### config.mk
export PLATFORM = sky130hd
export DESIGN_NAME = core_mem_ctrl
export DESIGN_NICKNAME = d
export VERILOG_FILES = /design/src/rtl/core_mem_ctrl.sv
export SDC_FILE = /design/constraint.sdc
export NUM_CORES = 1
export LEC_CHECK = 0
export CAP_MARGIN = 30
export CORE_MARGIN = 3
export CORE_UTILIZATION = 45
export CTS_CLUSTER_SIZE = 8
export DETAILED_ROUTE_END_ITERATION = 7
export PLACE_DENSITY = 0.67
export SKIP_LAST_GASP = 1
export SYNTH_ARGS = -nofsm -noshare
export SYNTH_HDL_FRONTEND = slang
export SYNTH_SLANG_ARGS = --single-unit
export TNS_END_PERCENT = 50
### constraint.sdc
create_clock -name clk_i -period 3.62 [get_ports clk_i]
set_input_delay 0.362 -clock clk_i [delete_from_list [all_inputs] [get_ports clk_i]]
set_output_delay 0.362 -clock clk_i [all_outputs]
set_load 0.01 [all_outputs]
### src/rtl/core_mem_ctrl.sv
// Fetch sequencer between core memory (WMEM / KV cache) and the LBUF row buffer.
// Optional performance counters are compiled in when CORE_MEM_CTRL_PERF_EN is defined.
module core_mem_ctrl #(
    parameter int unsigned GBUS_DATA  = 64,
    parameter int unsigned GBUS_ADDR  = 12,
    parameter int unsigned LBUF_DATA  = 512,
    parameter int unsigned LBUF_DEPTH = 16,
    parameter int unsigned LBUF_ADDR  = $clog2(LBUF_DEPTH),
    parameter int unsigned ROW_W      = 8,
    parameter int unsigned S2P_LAT    = 1
) (
    input  logic                 clk_i,
    input  logic                 rst_ni,
    input  logic                 cmd_valid_i,
    output logic                 cmd_ready_o,
    input  logic [GBUS_ADDR-1:0] cmd_base_i,
    input  logic [ROW_W-1:0]     cmd_rows_i,
    input  logic                 cmem_stall_i,
    output logic [GBUS_ADDR-1:0] cmem_raddr_o,
    output logic                 cmem_ren_o,
    output logic [LBUF_ADDR-1:0] lbuf_waddr_o,
    output logic [LBUF_ADDR-1:0] lbuf_raddr_o,
    output logic                 lbuf_ren_o,
    input  logic                 mac_rd_req_i,
    output logic [LBUF_ADDR:0]   lbuf_count_o,
    output logic                 busy_o,
`ifdef CORE_MEM_CTRL_PERF_EN
    output logic [31:0]          stall_cnt_o,
    output logic [31:0]          beat_cnt_o,
`endif
    output logic                 done_o
);

    localparam int unsigned W      = LBUF_DATA / GBUS_DATA;
    localparam int unsigned BEAT_W = (W > 1) ? $clog2(W) : 1;
    localparam int unsigned CNT_W  = LBUF_ADDR + 1;

    localparam logic [1:0] StIdle  = 2'd0;
    localparam logic [1:0] StFetch = 2'd1;
    localparam logic [1:0] StDrain = 2'd2;

    logic [1:0]           state_q, state_d;
    logic                 ready_q, ready_d;
    logic                 done_q, done_d;
    logic [GBUS_ADDR-1:0] base_q, base_d;
    logic [GBUS_ADDR-1:0] words_q, words_d;
    logic [ROW_W-1:0]     rows_q, rows_d;
    logic [ROW_W-1:0]     rows_issued_q, rows_issued_d;
    logic [ROW_W-1:0]     rows_commit_q, rows_commit_d;
    logic [BEAT_W-1:0]    beat_q, beat_d;
    logic [CNT_W-1:0]     reserved_q, reserved_d;
    logic [CNT_W-1:0]     count_q, count_d;
    logic [LBUF_ADDR-1:0] waddr_q, waddr_d;
    logic [LBUF_ADDR-1:0] raddr_q, raddr_d;
    logic [S2P_LAT:0]     lb_sr_q, lb_sr_d;

    logic beat_zero, last_beat, last_row, commit, row_open;

    assign beat_zero = (beat_q == '0);
    assign last_beat = (beat_q == BEAT_W'(W - 1));
    assign last_row  = (rows_issued_q == rows_q - ROW_W'(1));
    // A new row may only start once an LBUF slot is reserved for it.
    assign row_open  = !beat_zero || (reserved_q < CNT_W'(LBUF_DEPTH));
    assign commit    = lb_sr_q[S2P_LAT];

    assign cmem_ren_o   = (state_q == StFetch) && !cmem_stall_i && row_open;
    assign cmem_raddr_o = base_q + words_q;
    assign lbuf_ren_o   = mac_rd_req_i && (count_q != '0) &&
                          ((state_q == StFetch) || (state_q == StDrain));
    assign lbuf_waddr_o = waddr_q;
    assign lbuf_raddr_o = raddr_q;
    assign lbuf_count_o = count_q;
    assign busy_o       = (state_q != StIdle);
    assign cmd_ready_o  = ready_q;
    assign done_o       = done_q;

    // Bit 0 marks the response cycle of a row's last beat; the top bit is the commit strobe.
    always_comb begin
        lb_sr_d    = '0;
        lb_sr_d[0] = cmem_ren_o && last_beat;
        for (int i = 1; i <= int'(S2P_LAT); i++) begin
            lb_sr_d[i] = lb_sr_q[i-1];
        end
    end

    always_comb begin
        state_d       = state_q;
        done_d        = 1'b0;
        base_d        = base_q;
        words_d       = words_q;
        rows_d        = rows_q;
        rows_issued_d = rows_issued_q;
        rows_commit_d = rows_commit_q;
        beat_d        = beat_q;
        waddr_d       = waddr_q;
        raddr_d       = raddr_q;

        case (state_q)
            StIdle: begin
                if (cmd_valid_i && ready_q) begin
                    base_d        = cmd_base_i;
                    rows_d        = cmd_rows_i;
                    words_d       = '0;
                    beat_d        = '0;
                    rows_issued_d = '0;
                    rows_commit_d = '0;
                    if (cmd_rows_i == '0) begin
                        done_d = 1'b1;
                    end else begin
                        state_d = StFetch;
                    end
                end
            end
            StFetch: begin
                if (cmem_ren_o) begin
                    words_d = words_q + GBUS_ADDR'(1);
                    beat_d  = last_beat ? '0 : beat_q + BEAT_W'(1);
                    if (last_beat) begin
                        rows_issued_d = rows_issued_q + ROW_W'(1);
                        if (last_row) begin
                            state_d = StDrain;
                        end
                    end
                end
            end
            StDrain: begin
                if ((rows_commit_q == rows_q) && (count_q == '0)) begin
                    state_d = StIdle;
                    done_d  = 1'b1;
                end
            end
            default: state_d = StIdle;
        endcase

        if (commit) begin
            waddr_d       = waddr_q + LBUF_ADDR'(1);
            rows_commit_d = rows_commit_d + ROW_W'(1);
        end
        if (lbuf_ren_o) begin
            raddr_d = raddr_q + LBUF_ADDR'(1);
        end
    end

    always_comb begin
        count_d = count_q;
        case ({commit, lbuf_ren_o})
            2'b10:   count_d = count_q + CNT_W'(1);
            2'b01:   count_d = count_q - CNT_W'(1);
            default: count_d = count_q;
        endcase
    end

    always_comb begin
        reserved_d = reserved_q;
        case ({cmem_ren_o && beat_zero, lbuf_ren_o})
            2'b10:   reserved_d = reserved_q + CNT_W'(1);
            2'b01:   reserved_d = reserved_q - CNT_W'(1);
            default: reserved_d = reserved_q;
        endcase
    end

    // Registered ready keeps every output low while reset is asserted.
    assign ready_d = (state_d == StIdle);

    always_ff @(posedge clk_i or negedge rst_ni) begin
        if (!rst_ni) begin
            state_q       <= StIdle;
            ready_q       <= 1'b0;
            done_q        <= 1'b0;
            base_q        <= '0;
            words_q       <= '0;
            rows_q        <= '0;
            rows_issued_q <= '0;
            rows_commit_q <= '0;
            beat_q        <= '0;
            reserved_q    <= '0;
            count_q       <= '0;
            waddr_q       <= '0;
            raddr_q       <= '0;
            lb_sr_q       <= '0;
        end else begin
            state_q       <= state_d;
            ready_q       <= ready_d;
            done_q        <= done_d;
            base_q        <= base_d;
            words_q       <= words_d;
            rows_q        <= rows_d;
            rows_issued_q <= rows_issued_d;
            rows_commit_q <= rows_commit_d;
            beat_q        <= beat_d;
            reserved_q    <= reserved_d;
            count_q       <= count_d;
            waddr_q       <= waddr_d;
            raddr_q       <= raddr_d;
            lb_sr_q       <= lb_sr_d;
        end
    end

`ifdef CORE_MEM_CTRL_PERF_EN
    logic [31:0] stall_cnt_q, stall_cnt_d;
    logic [31:0] beat_cnt_q, beat_cnt_d;

    always_comb begin
        stall_cnt_d = stall_cnt_q;
        beat_cnt_d  = beat_cnt_q;
        if ((state_q == StFetch) && !cmem_ren_o && (stall_cnt_q != '1)) begin
            stall_cnt_d = stall_cnt_q + 32'd1;
        end
        if (cmem_ren_o && (beat_cnt_q != '1)) begin
            beat_cnt_d = beat_cnt_q + 32'd1;
        end
    end

    always_ff @(posedge clk_i or negedge rst_ni) begin
        if (!rst_ni) begin
            stall_cnt_q <= '0;
            beat_cnt_q  <= '0;
        end else begin
            stall_cnt_q <= stall_cnt_d;
            beat_cnt_q  <= beat_cnt_d;
        end
    end

    assign stall_cnt_o = stall_cnt_q;
    assign beat_cnt_o  = beat_cnt_q;
`endif

endmodule
==> implementation parameters <==
Parameter                              Value

Outcome
  Outcome ... finished, final reports clean

Yosys
  Warnings, synthesis ... 0
  Synthesized area ... roughly 4500 um^2
  Number of enable-type register cells in the synthesized netlist ... 0
  Sequential cell area fraction in the yosys report ... 0.4166
  Post-Synth Simple-Gate Area ... 0.2049
  Post-synth top flop ... sky130_fd_sc_hd__dfrtp_1
  Flip-flop and latch count after synthesis ... 75
  Synthesized netlist cell count ... 492
  Post-Syn Area per Cell ... 9.158 um^2
  Share of the synthesized area in compound gates (AO/OA/AOI/OAI) ... 0.1233
  Synthesized Nets ... 552
  Share of synthesized area spent on multiplexers ... 0.01611
  Combinational family with the most area after synthesis ... simple AND/OR/NAND/NOR gates
  Count of unique library cells instantiated by Yosys ... 54
  Proportion of synthesized flip-flops having asynchronous set or reset ... 1.000
  Share of synthesized cell area in full adder, half adder and majority cells ... 0.1022
  Share of the synthesized netlist area taken by xor and xnor gates ... 0.09720

STA
  Count of final hold-check violations ... 0
  Setup_tns ... 0 ps
  Relative slew margins ... 0.6698
  Final setup fails ... 0
  RSZ-0062 raised after global routing ... false
  Final period util ... 0.9297
  Maximum achievable frequency ... between 0.2 and 0.3 GHz
  Measured slew at the worst slew-check pin ... slightly below 500 ps
  Time the worst path needs with I/O delays and setup ... between 3000 and 4000 ps
  Clock skew after layout ... 8.786 ps
  Pins over their slew limit ... 0

Floorplanning
  Die height ... between 100 and 150 um
  Count of pins on the block boundary ... 55
  Die X-Extent ... approximately 110 um
  Cell row count ... 35
  Initial Utilization ... 0.4741
  Die area ... 11,250 um^2
  Total core area ... 9503 um^2

Detailed routing
  Post-route antenna net violation count ... 0
  Overall via count from detail_route ... 3,519
  Remaining design rule violation count ... 0
  Number of DRC markers in iteration 0 ... 154
  Average detailed-routed wire length per instance ... between 10 and 15 um
  WL final ... 9.641 mm
  Drt pass-1 iters ... 4
  Average via count per standard cell ... 5.167

Clock network
  Clock latency reported for the late side of the worst-skew pair ... roughly 370 ps
  Number of buffers created by CTS ... 9
  Total setup buffers inserted after CTS ... 0
  Number of clock sinks seen by CTS ... 75
  CTS Root Cell ... sky130_fd_sc_hd__clkbuf_8
  CTS tree ... built
  Depth of the CTS H-tree ... 3
  Worst-case clock buffer depth ... 2
  Clock-pin slew reported for the worst setup and hold paths after clock tree synthesis ... 80 ps

Global routing
  Maximum number of pins on one net before global-route repair ... 76
  Number of antenna violations at the first check in global routing ... 0
  Total routing resource utilization after global routing ... 0.1874
  Wire length of the first global-routing pass ... 16.88 mm
  Global route overflow ... 0
  Number of global-route vias before repair ... 3,604

Critical path
  Critical path buffer and inverter count ... 1
  Crit-path max cell delay ... 560 ps
  Crit path DAT ... 3000 ps
  Startpoint kind of the worst setup timing path ... flip-flop
  Crit Path Class ... reg -> out
  Largest fanout on the critical path ... 5
  Slowest cell on the critical path ... sky130_fd_sc_hd__clkdlybuf4s50_1
  Top Family by Delay on Critical Path ... compound AO/OA/AOI/OAI gates
  Critical path endpoint category ... output pin
  Worst reg-to-reg setup slack ... 800 ps
  Reg2Reg Capture Point ... reserved_q[4]$_DFFE_PN0P_
  Data required, critical path ... 3260 ps
  Number of cells on the worst reg-to-reg path ... 14
  Cells along the critical path ... ha_1, a2111oi_2, o21ai_0, a41o_1, and4_1, nor3_1, clkdlybuf4s50_1
  Origin of the critical flop-to-flop path ... state_q[1]$_DFF_PN0_

Worst hold path
  Count of cells along the worst hold path ... 0
  HP Class ... reg -> reg
  Worst Min Path Start ... lb_sr_q[0]$_DFF_PN0_
  Hold endpoint ... lb_sr_q[1]$_DFF_PN0_

Pwr
  Sequential cell fraction of total power ... 0.308
  Worst-case vdd ir drop ... 494.5 uV
  Internal power component ... 0.002917 W
  Leakage power ... 2.546 nW
  Pwr Total ... about 0.0049 W
  Combinational share of power ... 0.534
  Switching share of power ... 0.4081
  Pwr Density ... 905.1 nW/um^2
  Switching power ... 0.002011 W
  Share of total power in the clock network ... 0.158

Place
  Quantity of I/O buffers inserted on ports ... 54
  Routability-driven placement congestion ratio ... 0.7978
  Detailed Place HPWL ... 6.969 mm

Finish
  Post-synthesis to final-layout area growth ... 20.83%
  Final net count ... about 610
  Layout Utilization ... 0.5729
  Fraction of final layout cells sized beyond drive strength 1 ... 0.07065
  Antenna diodes ... 0

Flow run
  Count of max-cap constraint violations ... 0
## synth_stat cells (3+ instances only)
cell type / n / area [um^2]
sky130_fd_sc_hd__nand2_1: 98 / 367.9
sky130_fd_sc_hd__dfrtp_1: 75 / 1877
sky130_fd_sc_hd__o21ai_0: 35 / 175.2
sky130_fd_sc_hd__ha_1: 32 / 400.4
sky130_fd_sc_hd__inv_1: 29 / 108.9
sky130_fd_sc_hd__xnor2_1: 27 / 236.5
sky130_fd_sc_hd__xor2_1: 23 / 201.4
sky130_fd_sc_hd__a21oi_1: 20 / 100.1
sky130_fd_sc_hd__nor2_1: 17 / 63.81
sky130_fd_sc_hd__nand3_1: 14 / 70.07
sky130_fd_sc_hd__clkbuf_1: 13 / 48.80
sky130_fd_sc_hd__nor3_1: 13 / 65.06
sky130_fd_sc_hd__nand4_1: 9 / 56.30
sky130_fd_sc_hd__a21o_1: 8 / 60.06
sky130_fd_sc_hd__nor4_1: 7 / 43.79
sky130_fd_sc_hd__and2_1: 5 / 31.28
sky130_fd_sc_hd__mux2i_1: 5 / 50.05
sky130_fd_sc_hd__or2_2: 5 / 31.28
sky130_fd_sc_hd__a22o_1: 4 / 35.03
sky130_fd_sc_hd__nor2b_1: 4 / 25.02
sky130_fd_sc_hd__or3_1: 4 / 25.02
sky130_fd_sc_hd__a31oi_1: 3 / 18.77
sky130_fd_sc_hd__and3_1: 3 / 18.77
sky130_fd_sc_hd__fa_1: 3 / 60.06
## area by class of cell
cell class / instances / area (um^2)
Clock buffer: 9 / 123.9
Clock inverter: 7 / 116.4
Fill cell: 873 / 4059
Inverter: 29 / 108.9
Multi-Input combinational cell: 372 / 2459
Sequential cell: 75 / 1877
Tap cell: 129 / 161.4
Timing Repair Buffer: 60 / 598.1
## sequential cells by signal (all words and copies together) (netlist names)
register,count
done_o,1
rows_q,8
lbuf_waddr_o,4
rows_issued_q,8
reserved_q,5
state_q,2
lb_sr_q,2
base_q,12
beat_q,3
cmd_ready_o,1
rows_commit_q,8
words_q,12
lbuf_count_o,5
lbuf_raddr_o,4
## worst max-delay path by stage
| stage | from | end | depth (start not counted) |
|---|---|---|---|
| after floorplan | state_q[1]$_DFF_PN0_ | reserved_q[4]$_DFFE_PN0P_ | 14 |
| after global placement | words_q[6]$_DFFE_PN0P_ | cmem_raddr_o[11] | 7 |
| after detailed placement | words_q[6]$_DFFE_PN0P_ | cmem_raddr_o[11] | 7 |
| after CTS | words_q[6]$_DFFE_PN0P_ | cmem_raddr_o[11] | 7 |
| after global routing | words_q[6]$_DFFE_PN0P_ | cmem_raddr_o[11] | 7 |
| final | words_q[6]$_DFFE_PN0P_ | cmem_raddr_o[11] | 7 |
## per-stage QoR
stage / setup slack (ps) / area (um^2) / std cells / hold WS, ps
floorplan: 1017 / 4506 / 492 / 66.41
global placement: 727.8 / 5167 / 663 / 338.1
CTS: 158.4 / 5408 / 679 / 172.9
global route: 52.52 / 5444 / 681 / 373.5
detailed placement: 620.3 / 5167 / 663 / 341.0
finish: 254.3 / 5444 / 681 / 354.1
## layer usage
| layer | GRT usage | up-vias | wire (um) |
|---|---|---|---|
| met2 | 0.3078 | 60 | 4543 |
| met4 | 0.04440 | 0 | 110 |
| met3 | 0.06800 | 7 | 429 |
| met5 | 0 | - | 0 |
| met1 | 0.2364 | 1657 | 4558 |
| li1 | - | 1795 | - |
## cell usage in the layout, fill, tap and decap left out, types with 4 or more instances in the layout
cell	n
sky130_fd_sc_hd__nor2b_1	4
sky130_fd_sc_hd__a22o_1	4
sky130_fd_sc_hd__nor3_1	13
sky130_fd_sc_hd__or2_2	5
sky130_fd_sc_hd__ha_1	32
sky130_fd_sc_hd__buf_4	5
sky130_fd_sc_hd__xor2_1	23
sky130_fd_sc_hd__or3_1	4
sky130_fd_sc_hd__nor2_1	16
sky130_fd_sc_hd__and2_1	5
sky130_fd_sc_hd__a21o_1	8
sky130_fd_sc_hd__dfrtp_1	75
sky130_fd_sc_hd__nand4_1	9
sky130_fd_sc_hd__inv_1	29
sky130_fd_sc_hd__o21ai_0	35
sky130_fd_sc_hd__mux2i_1	5
sky130_fd_sc_hd__xnor2_1	27
sky130_fd_sc_hd__nand3_1	14
sky130_fd_sc_hd__nor4_1	7
sky130_fd_sc_hd__clkdlybuf4s50_1	53
sky130_fd_sc_hd__nand2_1	98
sky130_fd_sc_hd__clkbuf_8	9
sky130_fd_sc_hd__a21oi_1	20
## power by group through the flow
stage               Combinational, W  Clock (W)  Sequential, W
finish                       0.00263   0.000779        0.00152
global route                 0.00296   0.000834        0.00157
CTS                          0.00264   0.000801        0.00152
detailed placement           0.00264          0        0.00153
global placement             0.00256          0        0.00152
floorplan                    0.00178          0        0.00144
## worst reg2reg max path, delay by kind of cell, from the launching register on
| family | cells | cell delay, ps |
|---|---|---|
| AND/OR/NAND/NOR | 2 | 190 |
| flip-flops | 1 | 420 |
| AO/OA/AOI/OAI | 3 | 770 |
| adder cells (fa/ha/maj) | 3 | 620 |
| XOR/XNOR | 2 | 270 |
| buffers and inverters | 4 | 440 |
## cells by family after synthesis
logic type / Yosys count
AND/OR/NAND/NOR: 193
flip-flops: 75
buffers and inverters: 45
adder cells (fa/ha/maj): 35
AO/OA/AOI/OAI: 87
multiplexers: 7
XOR/XNOR: 50
## timing repair
action,in CTS,in global routing
endpoints found under the hold margin,0,36
hold buffers,0,1
gates resized for setup,0,2
setup endpoints to repair,0,1
(Power assumes the default switching activity.)
